[src/rtl/fetch_pkg.sv]
// Shared types and constants for the instruction-fetch front end.
package fetch_pkg;

  typedef enum logic [1:0] {
    StIdle,
    StWait,
    StDrop
  } fetch_state_e;

  localparam logic [31:0] PC_STEP          = 32'd4;
  localparam int unsigned DEFAULT_DEPTH    = 4;
  localparam logic [31:0] DEFAULT_RESET_PC = 32'h0000_0000;

  function automatic logic [31:0] word_align(input logic [31:0] addr);
    return {addr[31:2], 2'b00};
  endfunction

endpackage

[src/rtl/sync_fifo.sv]
// Synchronous FIFO with push/pop/flush and an occupancy count; flush wins over push and pop.
module sync_fifo #(
  parameter int unsigned WIDTH = 64,
  parameter int unsigned DEPTH = 4
) (
  input  logic                     clk,
  input  logic                     rst,
  input  logic                     push,
  input  logic [WIDTH-1:0]         wdata,
  input  logic                     pop,
  input  logic                     flush,
  output logic [WIDTH-1:0]         rdata,
  output logic                     empty,
  output logic                     full,
  output logic [$clog2(DEPTH):0]   count
);

  localparam int unsigned AW = $clog2(DEPTH);
  localparam logic [AW:0] FULL_COUNT = (AW + 1)'(DEPTH);

  logic [WIDTH-1:0] mem_q [DEPTH];
  logic [AW-1:0]    wr_ptr_q, wr_ptr_d;
  logic [AW-1:0]    rd_ptr_q, rd_ptr_d;
  logic [AW:0]      count_q, count_d;
  logic             do_push, do_pop;

  assign empty   = (count_q == '0);
  assign full    = (count_q == FULL_COUNT);
  assign do_push = push & ~full;
  assign do_pop  = pop & ~empty;
  assign count   = count_q;
  assign rdata   = mem_q[rd_ptr_q];

  always_comb begin
    wr_ptr_d = wr_ptr_q;
    rd_ptr_d = rd_ptr_q;
    count_d  = count_q;
    if (flush) begin
      wr_ptr_d = '0;
      rd_ptr_d = '0;
      count_d  = '0;
    end else begin
      if (do_push) wr_ptr_d = wr_ptr_q + 1'b1;
      if (do_pop)  rd_ptr_d = rd_ptr_q + 1'b1;
      case ({do_push, do_pop})
        2'b10:   count_d = count_q + 1'b1;
        2'b01:   count_d = count_q - 1'b1;
        default: count_d = count_q;
      endcase
    end
  end

  always_ff @(posedge clk or posedge rst) begin
    if (rst) begin
      wr_ptr_q <= '0;
      rd_ptr_q <= '0;
      count_q  <= '0;
    end else begin
      wr_ptr_q <= wr_ptr_d;
      rd_ptr_q <= rd_ptr_d;
      count_q  <= count_d;
    end
  end

  // Storage needs no reset; entries are only read while count is non-zero.
  always_ff @(posedge clk) begin
    if (do_push && !flush) mem_q[wr_ptr_q] <= wdata;
  end

endmodule

[src/rtl/fetch_queue.sv]
// Fetch front end: sequential PC generation, single-outstanding memory request, and
// a PC-tagged instruction queue feeding decode, with redirect flush.
module fetch_queue
  import fetch_pkg::*;
#(
  parameter int unsigned DEPTH    = DEFAULT_DEPTH,
  parameter logic [31:0] RESET_PC = DEFAULT_RESET_PC
) (
  input  logic                   clk,
  input  logic                   rst,
  output logic                   mem_req,
  output logic [31:0]            mem_addr,
  input  logic                   mem_ack,
  input  logic [31:0]            mem_rdata,
  output logic                   inst_valid,
  output logic [31:0]            inst_out,
  output logic [31:0]            inst_pc,
  input  logic                   inst_ready,
  input  logic                   redirect,
  input  logic [31:0]            redirect_pc,
  output logic [$clog2(DEPTH):0] level
);

  localparam int unsigned LW = $clog2(DEPTH) + 1;
  localparam logic [LW-1:0] FULL_LEVEL = LW'(DEPTH);

  fetch_state_e state_q, state_d;
  logic [31:0]  fetch_pc_q, fetch_pc_d;
  logic [31:0]  drop_addr_q, drop_addr_d;
  logic [31:0]  redirect_word;
  logic         push, pop;
  logic         fifo_empty, fifo_full;
  logic [63:0]  fifo_rdata;

  assign redirect_word = word_align(redirect_pc);

  always_ff @(posedge clk or posedge rst) begin
    if (rst) begin
      state_q     <= StIdle;
      fetch_pc_q  <= RESET_PC;
      drop_addr_q <= RESET_PC;
    end else begin
      state_q     <= state_d;
      fetch_pc_q  <= fetch_pc_d;
      drop_addr_q <= drop_addr_d;
    end
  end

  always_comb begin
    state_d     = state_q;
    fetch_pc_d  = fetch_pc_q;
    drop_addr_d = drop_addr_q;
    unique case (state_q)
      StIdle: begin
        // Registered level gates issue, so a same-cycle pop cannot free a slot early.
        if (redirect) begin
          fetch_pc_d = redirect_word;
        end else if (level < FULL_LEVEL) begin
          state_d = StWait;
        end
      end
      StWait: begin
        if (redirect) begin
          fetch_pc_d = redirect_word;
          if (mem_ack) begin
            state_d = StIdle;
          end else begin
            state_d     = StDrop;
            drop_addr_d = fetch_pc_q;
          end
        end else if (mem_ack) begin
          fetch_pc_d = fetch_pc_q + PC_STEP;
          state_d    = StIdle;
        end
      end
      StDrop: begin
        if (redirect) fetch_pc_d = redirect_word;
        if (mem_ack)  state_d    = StIdle;
      end
      default: state_d = StIdle;
    endcase
  end

  always_comb begin
    mem_req  = (state_q != StIdle);
    mem_addr = (state_q == StDrop) ? drop_addr_q : fetch_pc_q;
    push     = (state_q == StWait) & mem_ack & ~redirect & ~fifo_full;
    pop      = inst_valid & inst_ready & ~redirect;
  end

  sync_fifo #(
    .WIDTH (64),
    .DEPTH (DEPTH)
  ) u_fifo (
    .clk   (clk),
    .rst   (rst),
    .push  (push),
    .wdata ({fetch_pc_q, mem_rdata}),
    .pop   (pop),
    .flush (redirect),
    .rdata (fifo_rdata),
    .empty (fifo_empty),
    .full  (fifo_full),
    .count (level)
  );

  assign inst_valid = ~fifo_empty;
  assign inst_pc    = fifo_rdata[63:32];
  assign inst_out   = fifo_rdata[31:0];

endmodule

[config.mk]
export PLATFORM = sky130hd
export DESIGN_NAME = fetch_queue
export DESIGN_NICKNAME = d
export VERILOG_FILES = /design/src/rtl/fetch_pkg.sv /design/src/rtl/sync_fifo.sv /design/src/rtl/fetch_queue.sv
export SDC_FILE = /design/constraint.sdc
export NUM_CORES = 1
export LEC_CHECK = 0
export CAP_MARGIN = 20
export CORE_MARGIN = 2
export CORE_UTILIZATION = 30
export DETAILED_ROUTE_END_ITERATION = 7
export PLACE_DENSITY_LB_ADDON = 0.25
export SETUP_SLACK_MARGIN = 0.4
export SLEW_MARGIN = 15
export SYNTH_ARGS = -nofsm -noshare
export SYNTH_HDL_FRONTEND = slang
export SYNTH_SLANG_ARGS = --single-unit
[constraint.sdc]
create_clock -name clk -period 3.44 [get_ports clk]
set_input_delay 0.516 -clock clk [delete_from_list [all_inputs] [get_ports clk]]
set_output_delay 0.516 -clock clk [all_outputs]
set_load 0.02 [all_outputs]
* Word-level counts from Yosys, hierarchy flattened
Memory sizes are Yosys's and may differ from the RTL's.
Cells that the tools add are included.
** Storage, ports and cells
- Memory bits (writable) :: 256
- Input port bits :: 69
- Logic and storage cells :: 65
- Memories :: 1
- Bits in registers :: 73
- Output and inout port bits :: 101
** Memories
- u_fifo.mem_q :: depth 4, width 64, rd ports 1, clocked after Yosys merged registers in 0, write ports 1, RTL line sync_fifo.sv:21 : logic [WIDTH-1:0] mem_q [DEPTH];
** Operators by class
- $add $sub $neg :: 5
- Reductions and logical operators :: 13
- Equality and inequality tests :: 9
- $lt $le $gt $ge :: 1
- Mux-type cells :: 19
- Bitwise logic cells :: 11
** Operators with widths (count)
- $mux W32 :: 4
- $pmux W32 S2 :: 1
- $add A32 B3 Y32 const B :: 1
- $mux W2 :: 9
- $reduce_bool A2 Y1 :: 4
- $and A1 B1 Y1 :: 7
- $pmux W2 S3 :: 1
- $pmux W3 S2 :: 1
- $reduce_and A3 Y1 :: 2
- $add A2 B1 Y2 const B :: 2
- $eq A2 B1 Y1 const B :: 2
- $eq A2 B2 Y1 const B :: 2
- $ne A2 B2 Y1 const B :: 2
- $not A1 Y1 :: 4
- $add A3 B1 Y3 const B :: 1
- $eq A3 B3 Y1 const B :: 1
- $logic_not A3 Y1 :: 1
- $lt A3 B3 Y1 const B :: 1
- $mux W3 :: 1
- $ne A3 B3 Y1 const B :: 1
- $reduce_bool A3 Y1 :: 1
- $sub A3 B1 Y3 const B :: 1
- $logic_not A2 Y1 :: 1
- $mux W1 :: 2
- 5 further kinds :: 5

* Longest topological paths before layout
Gate-level depths: netlist of run 1.
- Depth after elaboration :: 8
- Gate-level depth with buffers :: 10
- Mapped depth without buffers :: 8

* By module
Synthesis of run 1 repeated with hierarchy kept, for this count alone.
** Unflattened totals
- Cells, all modules :: 760
- Area total of the unflattened synthesis :: 13335.3 um^2
** By module, submodules not included
- sync_fifo :: area each 9800.6 um^2, seq. area each 7862.5 um^2, cells an instance 399, times used 1
- fetch_queue :: area each 3534.6 um^2, seq. area each 1551.5 um^2, cells an instance 361, times used 1

* Worst setup path before layout of run 1
No wires, ideal clock.
- Path type :: input-to-reg
- Start :: input redirect
- End :: memory u_fifo.mem_q[0][0], enable pin
- Data arrival time :: 2.642 ns
- Cell stages on the path :: 4
- Setup time :: 0.426 ns
- Setup slack :: 0.371 ns
- Cell sequence :: nand4bb_1 -> clkbuf_1 -> a21oi_2 -> and2_1
** Between the ends
- Cells in the longest elaborated chain, start to end :: 7
** Ends and longest elaborated chain
- start: declaration :: RTL line fetch_queue.sv:19 : input logic redirect,
- $not A1 Y1 :: RTL line fetch_queue.sv:87 : push = (state_q == StWait) & mem_ack & ~redirect & ~fifo_full;
- $and A1 B1 Y1 (2 in a row) :: RTL line fetch_queue.sv:87
- $and A1 B1 Y1 :: RTL line sync_fifo.sv:29 : assign do_push = push & ~full;
- $logic_and A1 B1 Y1 * :: RTL line sync_fifo.sv:67 : if (do_push && !flush) mem_q[wr_ptr_q] <= wdata;
- $mux W1 * :: RTL line sync_fifo.sv:67
- $mux W1 (implied by the code) * :: RTL line sync_fifo.sv:67
- end: declaration :: RTL line sync_fifo.sv:21
Every way passes the cells marked *; elsewhere a longest branch is shown, timed or not.

* Worst setup path in the final report of run 1
- Start :: register u_fifo.rd_ptr_q[0]
- End :: output inst_out[26]
** Between the ends
- Cells in the longest elaborated chain, start to end :: 1
** Ends and longest elaborated chain
- start: declaration :: RTL line sync_fifo.sv:23 : logic [AW-1:0] rd_ptr_q, rd_ptr_d;
- start signal: assignment :: RTL line sync_fifo.sv:60 : rd_ptr_q <= rd_ptr_d;
- $mem_v2 Z4 W64
- end: declaration :: RTL line fetch_queue.sv:16 : output logic [31:0] inst_out,
No other way between the ends.

==> metrics.md, run 1 <==
| Metric | Value |
|---|---|
| Status | finished, final reports clean |
| Drt wl/cell | 20.24 µm |
| Post-synth EDFFs | 248 |
| Peak supply drop | 314.2 µV |
| CP Data Required Time | 2920 ps |
| Final Max Slew Viols | 0 |
| # port buffers | 163 |
| Power Total | 9865 µW |
| Hold Buf Count CTS | 0 |
| Final core occ | 0.3922 |
| Mapped Avg Cell Area | 17.50 µm² |
| Crit end category | primary output |
| Clock transition at path regs | 60 ps |
| Clk_skew | 23.23 ps |
| Final TNS setup | 0 ps |
| DR DRC count | 0 |
| Largest net degree at the start of global routing | 50 |
| Maxcap violations | 0 |
| CTS Buf Count | 37 |
| Clock Latency Late Sink | 540 ps |
| Number of diodes | 0 |
| Final WL | 31.21 mm |
| First-pass GRT wire length | 47.06 mm |
| Post-route ant nets | 0 |
| Overflow after GRT | 0 |
| Leakage | 0.005622 µW |
| Die Y | 212.1 µm |
| Most common cell after layout, fill and taps aside | edfxtp_1 |
| RSZ-0062 raised after global routing | true |
| Fillers | 3974 |
| Measured slew at the worst slew-check pin | 608.1 ps |
| Final hold violations | 0 |
| I/O Pins | 170 |
| CTS tree | yes |
| Via density per instance | 4.761 |
| Post-synth cell types | 63 |
| Vias in the first global route | 7476 |
| Share of cells above drive strength 1 | 0.2382 |
| CP top delay family | buffers and inverters |
| CP Launch Point | u_fifo.rd_ptr_q[0] |
| Root Buffer | clkbuf_16 |
| Initial DRC count | 547 |
| Crit path kind | reg2out |
| Die ar. | 0.04497 mm² |
| Initial antenna violation count | 0 |
| Dominant synthesized flop cell | edfxtp_1 |
| CP max stage cell | mux4_2 |
| Tot GR Track Use | 0.1411 |
| Tcrit/Tclk final | 0.8586 |
| Arr. time, crit path | 2440 ps |
| Final layout net count | 1004 |
| Cells after Synth | 742 |
| Gpl congestion | 0.7300 |
| Seq/Total Area, Yosys | 0.7064 |
| Most frequent cells in the layout | edfxtp_1 (248), clkdlybuf4s50_1 (153), dfrtp_1 (66) |
| Slew HR | 0.5915 |
| Peak Freq | 338.6 MHz |
| Post-DP HPWL | 20.12 mm |
| RR Startpoint | u_fifo.count[2] |
| Routed via count | 7342 |
| Crit start category | flop |
| Syn-to-layout area delta | 29.53% |
| Width of the die | 212.1 µm |
| Worst-path maximum fanout | 22 |
| Synth Register Bits | 317 |
| Clock buffer depth | 3 |
| Worst min path class | in2async |
| Max incr delay on CP | 560 ps |
| Mapped cell area | 0.01299 mm² |
| Core area | 0.04289 mm² |
| Area after DPL | 0.01554 mm² |
| PwrDens | 586.4 mW/mm² |
| Cell row count | 76 |
| WP buf/inv | 2 |
| Final setup fails | 0 |
| Warnings from Yosys | 0 |
| Asr flop ratio synth | 0.2177 |
| TritonRoute pass-1 iters | 4 |
| Final Cell Area | 0.01682 mm² |
| H-tree Lvls | 2 |
| Initial Util | 0.3028 |
| Sink Count | 317 |
| Crit-path cells | buf_16 > mux4_2 > clkdlybuf4s50_1 |
| Minimum clock period | 2954 ps |
==> synth_stat cells (3+ instances only) <==
cell type | count | share of area
nand3_1 | 10 | 0.0039
nand2b_1 | 3 | 0.0014
a31oi_1 | 8 | 0.0039
dfrtp_1 | 69 | 0.13
nor4_1 | 3 | 0.0014
and3_1 | 4 | 0.0019
inv_1 | 7 | 0.0020
ha_1 | 5 | 0.0048
mux4_2 | 62 | 0.11
a211oi_1 | 3 | 0.0017
nand4_1 | 10 | 0.0048
buf_2 | 13 | 0.0050
o22a_1 | 4 | 0.0027
nand2_1 | 28 | 0.0081
o22ai_1 | 8 | 0.0039
or3_1 | 4 | 0.0019
and4_1 | 3 | 0.0020
edfxtp_1 | 248 | 0.57
buf_4 | 5 | 0.0029
nor3_1 | 15 | 0.0058
clkbuf_1 | 20 | 0.0058
and2_1 | 9 | 0.0043
nor2_1 | 31 | 0.0090
nor2b_1 | 3 | 0.0014
buf_1 | 12 | 0.0035
o21ai_0 | 15 | 0.0058
a21oi_1 | 33 | 0.013
mux2_2 | 60 | 0.052
a2bb2oi_1 | 3 | 0.0020
==> worst paths after layout <==
check | endpoint | slack [ps] | depth (start not counted)
worst max register to register | u_fifo.count[2] | 930 | 8
worst max-delay path | inst_out[26] | 490 | 3
worst min register to register | drop_addr_q[5] | 500 | 1
worst min-delay path | fetch_pc_q[30] | 350 | 2
max in group asynchronous | state_q[0] | 2430 | 3
min in group clk | drop_addr_q[5] | 500 | 1
==> per-stage QoR <==
step / worst slack (ps) / std cells / hold WS, ps
6_report: 486.4 / 1542 / 350.0
5_1_grt: 389.6 / 1542 / 360.8
4_1_cts: 397.8 / 1539 / 344.2
3_5_place_dp: 560.1 / 1471 / 491.6
3_3_place_gp: 528.3 / 1471 / 485.5
2_1_floorplan: 892.1 / 745 / 471.0
==> routing by layer <==
metal | routed length [µm] | GRT usage | vias to the layer above
li1 | - | - | 3336
met1 | 14470 | 0.1955 | 3790
met2 | 14510 | 0.2214 | 178
met3 | 1689 | 0.03678 | 38
met4 | 538 | 0.03521 | 0
met5 | 0 | 0 | -
==> layout make-up <==
class / count / area, µm² / share of cell area
clock buffers: 44 / 994.7 / 0.05913
clock inverters: 23 / 221.5 / 0.01317
inverters: 7 / 26.28 / 0.001562
multi-input cells: 370 / 3583 / 0.2130
flip-flops and latches: 317 / 9180 / 0.5457
well taps: 585 / 732.0 / 0.04351
repair buffers: 196 / 2083 / 0.1238
==> where the power goes <==
group          switching [µW]  internal (µW)  total [µW]  leakage, µW
Clock                    1530           2370        3900     0.000582
Sequential                280           4440        4720      0.00303
Combinational             588            657        1250      0.00201
Total                    2400           7460        9860      0.00562
==> timing repair <==
action	4_1_cts	5_1_grt
endpoints found under the setup margin	57	31
setup buffers	1	3
gates resized for setup	5	9
==> sequential cells by signal, indices dropped and copies added (netlist names) <==
signal / cells
drop_addr_q: 30
fetch_pc_q: 30
state_q: 2
u_fifo.count: 3
u_fifo.mem_q: 248
u_fifo.rd_ptr_q: 2
u_fifo.wr_ptr_q: 2
==> cells by family (layout without fill, tap and decap cells) <==
| group | Yosys count | in the layout | share of synthesized area |
|---|---|---|---|
| other | 1 | 4 | 0.0002888 |
| buffers and inverters | 58 | 270 | 0.02004 |
| AOI/OAI and AO/OA | 97 | 97 | 0.04789 |
| xor gates and xnor gates | 4 | 4 | 0.002698 |
| adders and majority gates | 6 | 6 | 0.006359 |
| and+or+nand+nor | 136 | 136 | 0.05598 |
| DFF | 317 | 317 | 0.7064 |
| muxes | 123 | 123 | 0.1603 |
Note: power is estimated with default switching activity, not from simulation.
==> run 2, diff against run 1 <==
Settings changed: DONT_BUFFER_PORTS set to 1, PLACE_DENSITY_LB_ADDON 0.25 to not set.
==> run 2 against run 1 <==
Net effect: count of clock-buffer cells in the layout is 5 higher; combinational power is 26% lower; wire length is 2.6% lower; highest routed layer is now met5; clock power is 4% lower; sequential cell count stayed put; fmax is 5.3% higher; critical path depth stayed put.
==> metrics.md, run 2 (synthesized netlist as in run 1, its figures left out) <==
| Metric | Value |
|---|---|
| Status | finished, final reports clean |
| Post-CTS setup buffers | 0 (-1) |
| Tot GR Track Use | 0.1367 (-0.004430) |
| Number of diodes | 0 (unchanged) |
| Sink Count | 317 (unchanged) |
| Tcrit/Tclk final | 0.8153 (-0.04327) |
| Peak supply drop | 281.9 µV (-10%) |
| DR DRC count | 0 (unchanged) |
| Largest reg by FF count | u_fifo.mem_q |
| Die ar. | 0.04497 mm² (unchanged) |
| # port buffers | 0 (-100%) |
| First-pass GRT wire length | 45.25 mm (-3.8%) |
| Clk_skew | 28.44 ps (+5.202 ps) |
| Initial Util | 0.3028 (unchanged) |
| Overflow after GRT | 0 (unchanged) |
| Post-CTS Resized | 0 (-5) |
| Crit end category | primary output |
| Final setup fails | 0 (unchanged) |
| Drt wl/cell | 22.15 µm (+9.4%) |
| Peak Freq | 356.5 MHz (+5.3%) |
| Die Y | 212.1 µm (unchanged) |
| Clock Latency Late Sink | 540 ps (about the same) |
| Worst-path maximum fanout | 22 (unchanged) |
| Final core occ | 0.3503 (-0.04195) |
| TritonRoute pass-1 iters | 4 (unchanged) |
| Final WL | 30.41 mm (-2.6%) |
| Cell row count | 76 (unchanged) |
| Initial DRC count | 477 (-13%) |
| Post-DP HPWL | 19.81 mm (-1.5%) |
| Via density per instance | 4.940 (+3.7%) |
| Final TNS setup | 0 ps (unchanged) |
| Fillers | 4087 (+2.8%) |
| Measured slew at the worst slew-check pin | 807.9 ps (+199.8 ps) |
| Final layout net count | 838 (-17%) |
| Seq. cell area | 0.009181 mm² (about the same) |
| Clock transition at path regs | 60 ps (about the same) |
| Largest net degree at the start of global routing | 34 (-32%) |
| I/O Pins | 170 (unchanged) |
| Final Max Slew Viols | 0 (unchanged) |
| Dpl ws | 708.8 ps (+148.7 ps) |
| Setup ws final | 635.2 ps (+148.8 ps) |
| RSZ-0062 raised after global routing | false |
| Final hold violations | 0 (unchanged) |
| Worst min path class | in2reg |
| Maxcap violations | 0 (unchanged) |
| Post-route ant nets | 0 (unchanged) |
| Multi-input logic area | 0.003583 mm² (unchanged) |
| Max reg flops | 248 (unchanged) |
| Power Total | 9405 µW (-4.7%) |
| Vias in the first global route | 6921 (-7.4%) |
| Minimum clock period | 2805 ps (-148.8 ps) |
| Leakage | 0.004878 µW (-13%) |
| Crit start category | flop |
| CP Data Required Time | 2920 ps (about the same) |
| Gpl congestion | 0.7664 (+5.0%) |
| Arr. time, crit path | 2290 ps (-150 ps) |
| Routed via count | 6782 (-7.6%) |
| Most frequent cells in the layout | edfxtp_1 (248), dfrtp_1 (67), mux4_2 (62) |
| Initial antenna violation count | 3 (+3) |
| Syn-to-layout area delta | 15.68% |
| Width of the die | 212.1 µm (unchanged) |
| CTS tree | yes |
| Crit path kind | reg2out |
| Root Buffer | clkbuf_16 |
| CTS Buf Count | 36 (-2.7%) |
| Slew HR | 0.4614 (-0.1301) |
| Share of cells above drive strength 1 | 0.2830 (+0.04475) |
| Core area | 0.04289 mm² (unchanged) |
| Regs by FF count | u_fifo.mem_q (248), drop_addr_q (30), fetch_pc_q (30) |
| Clock buffer depth | 3 (unchanged) |
| Most common cell after layout, fill and taps aside | edfxtp_1 |
| H-tree Lvls | 2 (unchanged) |
| PwrDens | 626.1 mW/mm² (+6.8%) |
run 2: per-stage QoR:
step / std cells / area [µm²] / hold WS [ps]
6_report: 1373 / 15020 / 41.18
5_1_grt: 1373 / 15020 / 10.94
4_1_cts: 1373 / 15020 / 2.039
3_5_place_dp: 1307 / 13830 / 480.4
3_3_place_gp: 1307 / 13830 / 469.3
2_1_floorplan: 745 / 13000 / 471.0
run 2: final cells by class:
class	instances	area share
Sequential cell	317	0.6112
Multi-Input combinational cell	370	0.2385
Clock buffer	49	0.06863
Tap cell	585	0.04873
Timing Repair Buffer	31	0.02266
Clock inverter	14	0.008496
Inverter	7	0.001749
run 2: per-layer routing:
metal,vias to the layer above,part of all wire,track usage
li1,3010,-,-
met1,3520,0.43,0.1770
met2,203,0.46,0.2135
met3,45,0.083,0.04682
met4,4,0.022,0.04881
met5,-,0.00089,0
run 2: critical path, stage by stage, from the launching register on:
cell      delay (ps)
dfrtp_1          490
nand2b_1         560
buf_12           260
mux2_2           420
run 2: path summary, 6_finish.rpt:
check,cells after the start,slack (ps),startpoint,to
max,3,640,state_q[0],mem_addr[4]
min,1,40,redirect,u_fifo.count[1]
max reg2reg,8,740,u_fifo.count[1],u_fifo.count[2]
min reg2reg,1,500,drop_addr_q[2],drop_addr_q[2]
max in group asynchronous,3,2200,rst,drop_addr_q[2]
min in group asynchronous,2,470,rst,u_fifo.count[1]
run 2: report_power, final:
| group | switching [µW] | total [µW] | internal (µW) |
|---|---|---|---|
| logic | 537 | 930 | 393 |
| clock network | 1510 | 3760 | 2250 |
| registers | 277 | 4720 | 4440 |
| total | 2320 | 9410 | 7080 |
run 2: timing repair:
action / in CTS / in global routing
hold buffers: 3 / 0
endpoints found under the hold margin: 25 / 0
setup endpoints to repair: 0 / 0
